<file path="config.mk">
export PLATFORM = sky130hd
export DESIGN_NAME = if_fetch_ctrl
export DESIGN_NICKNAME = d
export VERILOG_FILES = /design/src/rtl/if_fetch_ctrl.sv
export SDC_FILE = /design/constraint.sdc
export NUM_CORES = 1
export LEC_CHECK = 0
export ABC_CLOCK_PERIOD_IN_PS = 4050
export CAP_MARGIN = 20
export CORE_UTILIZATION = 44
export DETAILED_ROUTE_END_ITERATION = 10
export HOLD_SLACK_MARGIN = 0.1
export PLACE_DENSITY = 0.86
export SYNTH_ARGS = -nofsm -noshare
export SYNTH_HDL_FRONTEND = slang
export SYNTH_SLANG_ARGS = --single-unit
</file>
<file path="constraint.sdc">
create_clock -name i_clk -period 4.05 [get_ports i_clk]
set_input_delay 1.215 -clock i_clk [delete_from_list [all_inputs] [get_ports i_clk]]
set_output_delay 1.215 -clock i_clk [all_outputs]
set_load 0.01 [all_outputs]
</file>
<file path="src/rtl/if_fetch_ctrl.sv">
// Instruction-fetch controller: loads program words into instruction memory,
// then runs fetch with stall/flush/step control until a HALT opcode is fetched.
module if_fetch_ctrl #(
   parameter int unsigned        PC_SZ   = 32,
   parameter int unsigned        INST_SZ = 32,
   parameter int unsigned        W       = 5,
   parameter logic [INST_SZ-1:0] HALT_OP = '1
) (
   input  logic               i_clk,
   input  logic               i_reset,
   input  logic               i_load_valid,
   input  logic [INST_SZ-1:0] i_load_data,
   input  logic               i_load_done,
   input  logic               i_step_mode,
   input  logic               i_step,
   input  logic               i_stall,
   input  logic               i_flush,
   input  logic [1:0]         i_pc_src,
   input  logic [PC_SZ-1:0]   i_branch_addr,
   input  logic [PC_SZ-1:0]   i_jump_addr,
   input  logic [INST_SZ-1:0] i_mem_data,
   output logic               o_mem_write,
   output logic [PC_SZ-1:0]   o_mem_addr,
   output logic [INST_SZ-1:0] o_mem_wdata,
   output logic [PC_SZ-1:0]   o_pc,
   output logic [INST_SZ-1:0] o_instr,
   output logic [PC_SZ-1:0]   o_pc_next,
   output logic               o_halted,
   output logic [1:0]         o_state
);

   typedef enum logic [1:0] {
      ST_LOAD = 2'b00,
      ST_RUN  = 2'b01,
      ST_HALT = 2'b10
   } state_e;

   localparam logic [PC_SZ-1:0] PC_STEP    = PC_SZ'(4);
   localparam logic [PC_SZ-1:0] ALIGN_MASK = ~PC_SZ'(3);

   state_e             state_q, state_d;
   logic [W-1:0]       load_ptr_q, load_ptr_d;
   logic [PC_SZ-1:0]   pc_q, pc_d;
   logic [PC_SZ-1:0]   pc_next_q, pc_next_d;
   logic [INST_SZ-1:0] instr_q, instr_d;
   logic               halted_q, halted_d;

   logic               advance_c;
   logic               load_wr_c;
   logic [PC_SZ-1:0]   pc_plus4_c;
   logic [PC_SZ-1:0]   target_c;

   assign advance_c  = !i_stall && (!i_step_mode || i_step);
   assign pc_plus4_c = pc_q + PC_STEP;

   // Next-PC select; branch/jump targets are forced word-aligned.
   always_comb begin
      target_c = pc_plus4_c;
      unique case (i_pc_src)
         2'b01:   target_c = i_branch_addr & ALIGN_MASK;
         2'b10:   target_c = i_jump_addr & ALIGN_MASK;
         default: target_c = pc_plus4_c;
      endcase
   end

   // Next-state and register-update logic.
   always_comb begin
      state_d    = state_q;
      load_ptr_d = load_ptr_q;
      pc_d       = pc_q;
      pc_next_d  = pc_next_q;
      instr_d    = instr_q;
      halted_d   = halted_q;

      unique case (state_q)
         ST_LOAD: begin
            if (i_load_valid) begin
               load_ptr_d = load_ptr_q + W'(1);
            end
            if (i_load_done) begin
               state_d    = ST_RUN;
               load_ptr_d = '0;
               pc_d       = '0;
            end
         end
         ST_RUN: begin
            // Flush squashes IF/ID even while stalled.
            if (i_flush) begin
               instr_d = '0;
            end
            if (advance_c) begin
               pc_next_d = pc_plus4_c;
               if (!i_flush && (i_mem_data == HALT_OP)) begin
                  state_d  = ST_HALT;
                  halted_d = 1'b1;
                  instr_d  = HALT_OP;
               end else begin
                  pc_d = target_c;
                  if (!i_flush) begin
                     instr_d = i_mem_data;
                  end
               end
            end
         end
         ST_HALT: begin
            state_d = ST_HALT;
         end
         default: begin
            state_d = ST_LOAD;
         end
      endcase
   end

   always_ff @(posedge i_clk or negedge i_reset) begin
      if (!i_reset) begin
         state_q    <= ST_LOAD;
         load_ptr_q <= '0;
         pc_q       <= '0;
         pc_next_q  <= '0;
         instr_q    <= '0;
         halted_q   <= 1'b0;
      end else begin
         state_q    <= state_d;
         load_ptr_q <= load_ptr_d;
         pc_q       <= pc_d;
         pc_next_q  <= pc_next_d;
         instr_q    <= instr_d;
         halted_q   <= halted_d;
      end
   end

   // Memory port is combinational so a loader word is written in its own cycle;
   // reset gates the strobe so nothing is written while reset is held.
   assign load_wr_c   = i_reset && (state_q == ST_LOAD) && i_load_valid;
   assign o_mem_write = load_wr_c;
   assign o_mem_wdata = load_wr_c ? i_load_data : '0;
   assign o_mem_addr  = (state_q == ST_LOAD) ? PC_SZ'({load_ptr_q, 2'b00}) : pc_q;

   assign o_pc      = pc_q;
   assign o_instr   = instr_q;
   assign o_pc_next = pc_next_q;
   assign o_halted  = halted_q;
   assign o_state   = state_q;

endmodule

</file>
After elaboration in Yosys (flattened, before gate mapping). Cells that the tools add are included.

Bits in read-only memories: 0. Register bits after elaboration: 104. Bits in latches: 0. Input bits: 138. Output and inout bits: 164. Memories: 0. RAM bits: 0.

Reduce and logical (&&, ||, !) cells: 16. Divide/modulo/power cells: 0. Muxes and demuxes: 17. Multipliers: 0. Add/sub/neg operators: 2. Shifts and indexed selects: 0. Bitwise logic cells: 0. Eq/ne operators: 9. Order comparisons: 0.

Operators by type and width (count): 32-bit 2-to-1 mux (9); 32-bit one-hot mux with 2 select lines (2); 32-bit by 3-bit adder with 32-bit output (second input constant) (1); 32-bit equality test (second input constant) (1); 5-bit 2-to-1 mux (2); 2-bit inequality test (second input constant) (4); 2-bit 2-to-1 mux (3); 2-bit one-hot mux with 3 select lines (1); 3-bit AND reduction (2); 5-bit by 1-bit adder with 5-bit output (second input constant) (1); 2-bit by 1-bit equality test with 1-bit output (second input constant) (2); 2-bit equality test (second input constant) (2); 1-bit logical AND (4); 2-bit AND reduction (2); 4-bit AND reduction (1); 2-bit nonzero test (2); 1-bit logical NOT (3); 2-bit logical NOT (1); 1-bit logical OR (1).

Longest topological paths before layout. Gate-level depths: netlist (run 1).

Depth in word-level cells: 5. Gate-level depth with buffers: 10. Depth with buffers taken out: 8.

Worst setup path before layout (run 1). Ideal clock, no wire load.

Path type: input port to output port. From: input port i_load_valid. To: output port o_mem_wdata[22]. Setup slack: 0.667 ns. Buffers on the path: 2. Arrival time: 2.168 ns. Cell stages on the path: 4. Cell sequence: clkbuf_1 and3_1 clkbuf_1 and2_1.

Word-level cells in the longest chain between the ends: 2.

RTL lines: start: declaration (line 11) `input logic i_load_valid,`; 1-bit logical AND (line 134) `assign load_wr_c = i_reset && (state_q == ST_LOAD) && i_load_valid;`; net o_mem_write (line 22) `output logic o_mem_write,`; 32-bit 2-to-1 mux (line 136) `assign o_mem_wdata = load_wr_c ? i_load_data : '0;`; end: declaration (line 24) `output logic [INST_SZ-1:0] o_mem_wdata,`.

The timed path passes the listed nets, and every way through them passes these cells.

Final worst setup path (run 1).
From: input port i_load_valid. To: output port o_mem_wdata[28].

Word-level cells in the longest chain between the ends: 2.

RTL lines (line): 1-bit logical AND (134); 32-bit 2-to-1 mux (136).

Every way passes these cells.

==> results.tsv, run 1 <==
stage	metric	value	unit
run_status	status	finished, final reports clean	
critical_path	Cell Chain, Critical Path	clkdlybuf4s50_1 -> and3_4 -> buf_12 -> and2_1 -> clkdlybuf4s50_1	
cts	clock buffer depth	2	
pwr	clock network fraction of design power	0.152	
routing	Residual DRC	0	
critical_path	CP max FO	30	
routing	WL/cell	18.84	µm
final_layout	Layout area overhead	57.87	%
placement	GP Congestion	0.8845	
final_layout	nets	1039	
routing	Total Wirelength	20200	µm
critical_path	Crit path arrival time	2.78	ns
routing	initial drt markers	556	
global_route	global-route usage over all layers	0.2915	
floorplanning	Die X	116.9	µm
pwr	leakage power	3.698	nW
placement	post-detail-place hpwl	14980	µm
critical_path	CP Launch Type	primary input	
yosys	register area share after synthesis	0.4306	
yosys	Post-synth top flop	dfrtp_1	
job	max-cap viol count	0	
placement	Post-DP Area	0.008857	mm²
yosys	Mapped Avg Cell Area	9.269	µm²
yosys	number of flops mapped to enable cells by yosys	0	
cts	Worst-Skew Late Latency	0.34	ns
cts	Worst-path clk slew	0.06	ns
global_route	first-pass GRT wire length	30380	µm
routing	ANT nets after route	0	
sta	fmax	250.6	MHz
placement	Placed Instances	1055	
routing	Vias	6087	
sta	Final min period	3.991	ns
cts	Setup Buffers After CTS	0	
global_route	antenna violations before repair	0	
global_route	via count of the first global-routing pass	5888	
sta	max_slew headroom	0.4321	
final_layout	cell area after layout	0.009175	mm²
critical_path	setup slack, reg-to-reg	1.05	ns
hold_path	worst min-delay path category	register to register	
placement	Port Buf Inserts	291	
sta	Tcrit/Tclk final	0.9854	
yosys	Post-synth ARST share	1.000	
yosys	Mapped Cells	627	
sta	RSZ-0062 raised after global routing	no	
sta	Slew Viols, Final	0	
pwr	sequential power share	0.327	
cts	CTS sink count	100	
critical_path	critical path class	primary input to primary output	
routing	Initial DRT Pass Iterations	5	
sta	Final Skew	0.008453	ns
cts	CTS buffer count	9	
pwr	Net Sw Power	0.002139	W
cts	CTS tree	built	
final_layout	end-of-flow core utilization	0.7183	
pwr	Pint	0.003528	W
pwr	switching share of total power	0.3775	
sta	final-report hold violation count	0	
cts	H-tree Lvls	3	
final_layout	share of layout cells above drive strength 1	0.06333	
floorplanning	Cell Rows	41	
floorplanning	num ports	302	
sta	TNS Setup	0	ns
critical_path	worst endpoint required time	2.83	ns
critical_path	most frequent CP cell	clkdlybuf4s50_1	
pwr	pwr dens	617.7	mW/mm²
sta	slew of the pin with the lowest slew margin	0.8519	ns
yosys	Mapped Area	0.005812	mm²
global_route	largest net degree at the start of global routing	66	
cts	root buf cell	clkbuf_16	
final_layout	Non-Filler Instances	1072	
yosys	Synth cell types	59	
critical_path	crit end category	primary output	
final_layout	Ant. Diodes	0	
floorplanning	Die Height	116.9	µm
routing	via/cell ratio	5.678	
critical_path	Max stage delay on crit path	0.54	ns
sta	Setup-failing EPs final	0	
pwr	peak supply drop	354.2	µV
floorplanning	Core Area	0.01277	mm²
yosys	Ys Warns	0	
final_layout	commonest non-fill, non-tap cells in the layout	clkdlybuf4s50_1 (289), dfrtp_1 (100), nand2_1 (64)	
yosys	#FFs+latches synth	100	
critical_path	CP max stage cell	clkdlybuf4s50_1	
floorplanning	Initial Utilization	0.4550	
pwr	combinational share of power	0.521	
final_layout	most common cell after layout, fill and taps aside	clkdlybuf4s50_1	
global_route	gr ovfl total	0	
floorplanning	Die ar.	0.01367	mm²
## kinds of logic after synthesis
| kind of cell | share of synthesized area |
|---|---|
| AO/OA/AOI/OAI | 0.2510 |
| buffers and inverters | 0.05296 |
| multiplexers | 0.009687 |
| flip-flops | 0.4306 |
| adder cells (fa/ha/maj) | 0.01292 |
| other | 0.0006452 |
| XOR/XNOR | 0.04220 |
| AND/OR/NAND/NOR | 0.2000 |
## power by group through the flow
stage               sequential [W]  clock, W  combinational [W]
floorplan                  0.00193         0            0.00122
global placement           0.00183         0            0.00286
detailed placement         0.00186         0            0.00293
CTS                        0.00184  0.000873            0.00295
global route               0.00191  0.000920            0.00319
finish                     0.00185  0.000861            0.00295
## layer usage
metal,part of all wire,track usage,up-vias
met5,0,0,-
met4,0.020,0.1004,0
met3,0.086,0.07003,30
met2,0.49,0.4943,334
met1,0.40,0.3647,2897
li1,-,-,2826
## sequential cells by signal, indices dropped and copies added (netlist names)
name        count
o_state         2
o_halted        1
load_ptr_q      5
o_pc_next      30
o_instr        32
o_pc           30
## cell type report
class | instances | area (µm²)
inverters | 17 | 63.81
fillers | 940 | 3598
clock inverters | 4 | 48.80
clock buffers | 12 | 246.5
flip-flops and latches | 100 | 2502
well taps | 172 | 215.2
repair buffers | 308 | 3060
multi-input cells | 459 | 3038
## synthesized netlist by cell type (all sizes together) (2+ instances only)
cell type,instances,area [µm²]
nor2b,23,143.9
mux2,5,56.30
a311o,5,50.05
a22o,40,350.3
o211ai,2,15.01
nand3,21,105.1
a21o,4,30.03
and4,5,46.29
buf,15,90.08
o2bb2ai,3,26.28
a31o,2,17.52
o22ai,4,25.02
a221o,16,160.2
nand2,64,240.2
a21oi,18,90.09
clkbuf,41,153.9
and3,7,48.80
and2,35,219.0
nor3,4,41.29
nand4,18,112.6
nor2,27,103.9
nor4,4,40.04
xor2,12,105.1
xnor2,16,140.1
inv,17,63.81
a221oi,13,113.9
a22oi,2,15.01
a32o,8,80.08
o21ai,57,285.3
ha,6,75.07
o21a,3,23.77
nor3b,3,27.52
dfrtp,100,2502
o31ai,14,110.1
## what timing repair did
action	in CTS	in global routing
endpoints found under the setup margin	0	2
hold endpoints to repair	0	0
resized for setup	0	2
hold buffers	0	0
## per-stage QoR
| stage | hold WS [ns] | total power (W) | setup WS (ns) |
|---|---|---|---|
| finish | 0.4564 | 0.005668 | 0.05916 |
| global route | 0.4970 | 0.006028 | 0.02357 |
| CTS | 0.4609 | 0.005662 | 0.03564 |
| detailed placement | 0.4460 | 0.004785 | 0.04084 |
| global placement | 0.4418 | 0.004687 | 0.08391 |
| floorplan | 0.4932 | 0.003153 | 0.6668 |
## critical path, delay by kind of cell
kind	cells	cell delay, ns
simple gates	2	0.36
buf+inv	3	1.20
## path summary, 6_finish.rpt
check / start / to / cells past startpoint
worst max-delay path: i_load_valid / o_mem_wdata[28] / 5
worst min register to register: o_halted$_DFFE_PN0P_ / o_halted$_DFFE_PN0P_ / 1
worst min-delay path: o_halted$_DFFE_PN0P_ / o_halted$_DFFE_PN0P_ / 1
min in group asynchronous: i_reset / o_instr[23]$_DFFE_PN0P_ / 2
worst max register to register: o_state[0]$_DFFE_PN0P_ / o_pc[5]$_DFFE_PN0P_ / 10
max in group asynchronous: i_reset / o_pc[29]$_DFFE_PN0P_ / 3
(Power assumes the default switching activity.)
==> run 2: changes to the inputs <==
--- a/config.mk
+++ b/config.mk
@@ -8,6 +8,7 @@
 export ABC_CLOCK_PERIOD_IN_PS = 4050
 export CAP_MARGIN = 20
 export CORE_UTILIZATION = 44
+export CTS_CLUSTER_SIZE = 24
 export DETAILED_ROUTE_END_ITERATION = 10
 export HOLD_SLACK_MARGIN = 0.1
 export PLACE_DENSITY = 0.86
==> results of run 2 <==
Same layout as run 1: the final DEF is identical, and so are final timing and power.
==> run 3: changes to the inputs <==
--- a/config.mk
+++ b/config.mk
@@ -7,8 +7,8 @@
 export LEC_CHECK = 0
 export ABC_CLOCK_PERIOD_IN_PS = 4050
 export CAP_MARGIN = 20
+export CORE_MARGIN = 2
 export CORE_UTILIZATION = 44
-export CTS_CLUSTER_SIZE = 24
 export DETAILED_ROUTE_END_ITERATION = 10
 export HOLD_SLACK_MARGIN = 0.1
 export PLACE_DENSITY = 0.86
==> run 3 against run 2 <==
Net effect:
- register-to-register slack better by 0.15 ns
- sequential power about the same
- fmax grew 0.18%
- critical endpoint is now o_mem_wdata[17]
- via count is 1.2% higher
- sequential share of layout area barely moved
- cell count hardly changed
- design area is 0.12% lower
- total power fell by 0.26%
- wire length up 1.2%
- first-iteration DRC count is 9.4% lower
==> results.tsv, run 3 (same netlist as run 1, synthesis figures left out) <==
stage	metric	value	unit	change
final_layout	share of layout cells above drive strength 1	0.06548		was 0.06333
final_layout	Filler Cell Count	946		was 940
hold_path	worst min-delay path category	register to register		unchanged
global_route	first-pass GRT wire length	32480	µm	was 30380 µm
routing	initial drt markers	504		was 556
final_layout	most common cell after layout, fill and taps aside	clkdlybuf4s50_1		unchanged
critical_path	critical path class	primary input to primary output		unchanged
critical_path	CP max FO	29		was 30
cts	CTS tree	built		unchanged
global_route	via count of the first global-routing pass	6120		was 5888
critical_path	Cell Chain, Critical Path	clkdlybuf4s50_1 -> and3_2 -> buf_12 -> and2_1 -> clkdlybuf4s50_1		was clkdlybuf4s50_1 -> and3_4 -> buf_12 -> and2_1 -> clkdlybuf4s50_1
placement	Port Buf Inserts	291		unchanged
floorplanning	Die ar.	0.01414	mm²	was 0.01367 mm²
sta	Slew Viols, Final	0		unchanged
routing	Total Wirelength	20450	µm	was 20200 µm
sta	TNS Setup	0	ns	unchanged
pwr	pwr dens	616.9	mW/mm²	was 617.7 mW/mm²
run_status	status	finished, final reports clean		unchanged
final_layout	end-of-flow core utilization	0.7174		was 0.7183
routing	Vias	6163		was 6087
critical_path	Crit path arrival time	2.77	ns	was 2.78 ns
pwr	leakage power	3.684	nW	was 3.698 nW
routing	WL/cell	19.06	µm	was 18.84 µm
critical_path	Max stage delay on crit path	0.55	ns	was 0.54 ns
cts	Worst-path clk slew	0.07	ns	was 0.06 ns
routing	ANT nets after route	0		unchanged
critical_path	crit end category	primary output		unchanged
final_layout	commonest non-fill, non-tap cells in the layout	clkdlybuf4s50_1 (290), dfrtp_1 (100), nand2_1 (64)		was clkdlybuf4s50_1 (289), dfrtp_1 (100), nand2_1 (64)
sta	fmax	251.0	MHz	was 250.6 MHz
sta	final-report hold violation count	0		unchanged
cts	CTS resizes	0		unchanged
floorplanning	Cell Rows	41		unchanged
floorplanning	Die X	118.9	µm	was 116.9 µm
final_layout	Ant. Diodes	0		unchanged
placement	GP Congestion	0.8905		was 0.8845
critical_path	setup slack, reg-to-reg	1.20	ns	was 1.05 ns
floorplanning	Core Area	0.01277	mm²	unchanged
pwr	Final Total Pwr	0.005653	W	was 0.005668 W
sta	Setup-failing EPs final	0		unchanged
final_layout	max reg flops	32		unchanged
cts	CTS buffer count	9		unchanged
routing	Initial DRT Pass Iterations	5		unchanged
global_route	global-route usage over all layers	0.2860		was 0.2915
cts	Worst-Skew Late Latency	0.34	ns	about the same
sta	hold_ws	0.4658	ns	was 0.4564 ns
critical_path	CP Launch Type	primary input		unchanged
cts	H-tree Lvls	3		unchanged
floorplanning	num ports	302		unchanged
sta	Final min period	3.984	ns	was 3.991 ns
routing	Residual DRC	0		unchanged
final_layout	Layout area overhead	57.67	%	was 57.87%
final_layout	nets	1041		was 1039
placement	post-detail-place hpwl	15300	µm	was 14980 µm
sta	Tcrit/Tclk final	0.9836		was 0.9854
global_route	largest net degree at the start of global routing	67		was 66
pwr	peak supply drop	329.7	µV	was 354.2 µV
job	max-cap viol count	0		unchanged
routing	via/cell ratio	5.744		was 5.678
critical_path	CP max stage cell	clkdlybuf4s50_1		unchanged
critical_path	most frequent CP cell	clkdlybuf4s50_1		unchanged
cts	clock buffer depth	2		unchanged
sta	RSZ-0062 raised after global routing	no		unchanged
global_route	gr ovfl total	0		unchanged
cts	Setup Buffers After CTS	0		unchanged
critical_path	worst endpoint required time	2.83	ns	about the same
sta	max_slew headroom	0.4207		was 0.4321
global_route	antenna violations before repair	0		unchanged
cts	root buf cell	clkbuf_16		unchanged
cts	CTS Hold Bufs	0		unchanged
cts	CTS sink count	100		unchanged
floorplanning	Initial Utilization	0.4550		unchanged
sta	Final Skew	0.008762	ns	was 0.008453 ns
floorplanning	Die Height	118.9	µm	was 116.9 µm
sta	slew of the pin with the lowest slew margin	0.8689	ns	was 0.8519 ns
-- run 3: final timing paths --
path                       cells after the start                   endpoint                   start
max reg2reg                                    9        o_pc[4]$_DFFE_PN0P_  o_state[0]$_DFFE_PN0P_
max in group asynchronous                      3  o_pc_next[22]$_DFFE_PN0P_                 i_reset
min in group asynchronous                      2    o_instr[28]$_DFFE_PN0P_                 i_reset
min                                            1       o_halted$_DFFE_PN0P_    o_halted$_DFFE_PN0P_
min reg2reg                                    1       o_halted$_DFFE_PN0P_    o_halted$_DFFE_PN0P_
max                                            5            o_mem_wdata[17]            i_load_valid
-- run 3: layout make-up --
class                   count  area [µm²]  area share
clock buffers              10       229.0     0.02499
clock inverters             5       53.80    0.005871
inverters                  17       63.81    0.006963
multi-input cells         459        3034      0.3311
flip-flops and latches    100        2502      0.2731
well taps                 172       215.2     0.02348
repair buffers            310        3065      0.3345
-- run 3: power by group --
part	switching [W]	leakage (nW)	internal, W
Combinational	0.00134	2.20	0.00161
Clock	0.000368	0.142	0.000474
Sequential	0.000431	1.34	0.00142
Total	0.00214	3.68	0.00351
-- run 3: routing by layer --
| metal | track usage | part of all wire | vias up |
|---|---|---|---|
| li1 | - | - | 2832 |
| met1 | 0.3679 | 0.41 | 2984 |
| met2 | 0.4903 | 0.50 | 321 |
| met3 | 0.05508 | 0.073 | 26 |
| met4 | 0.08110 | 0.016 | 0 |
| met5 | 0 | 0 | - |
-- run 3: stage by stage --
| stage | setup WS [ns] | std cells | cell area (µm²) |
|---|---|---|---|
| detailed placement | 0.03678 | 1058 | 8880 |
| global placement | 0.09605 | 1058 | 8880 |
| finish | 0.06640 | 1073 | 9164 |
| CTS | 0.03224 | 1073 | 9163 |
| global route | 0.01580 | 1073 | 9164 |
| floorplan | 0.6668 | 632 | 5831 |
-- run 3: worst max-delay path: cells and delay by family --
family,cells,cell delay [ns]
buffers and inverters,3,1.19
and+or+nand+nor,2,0.36
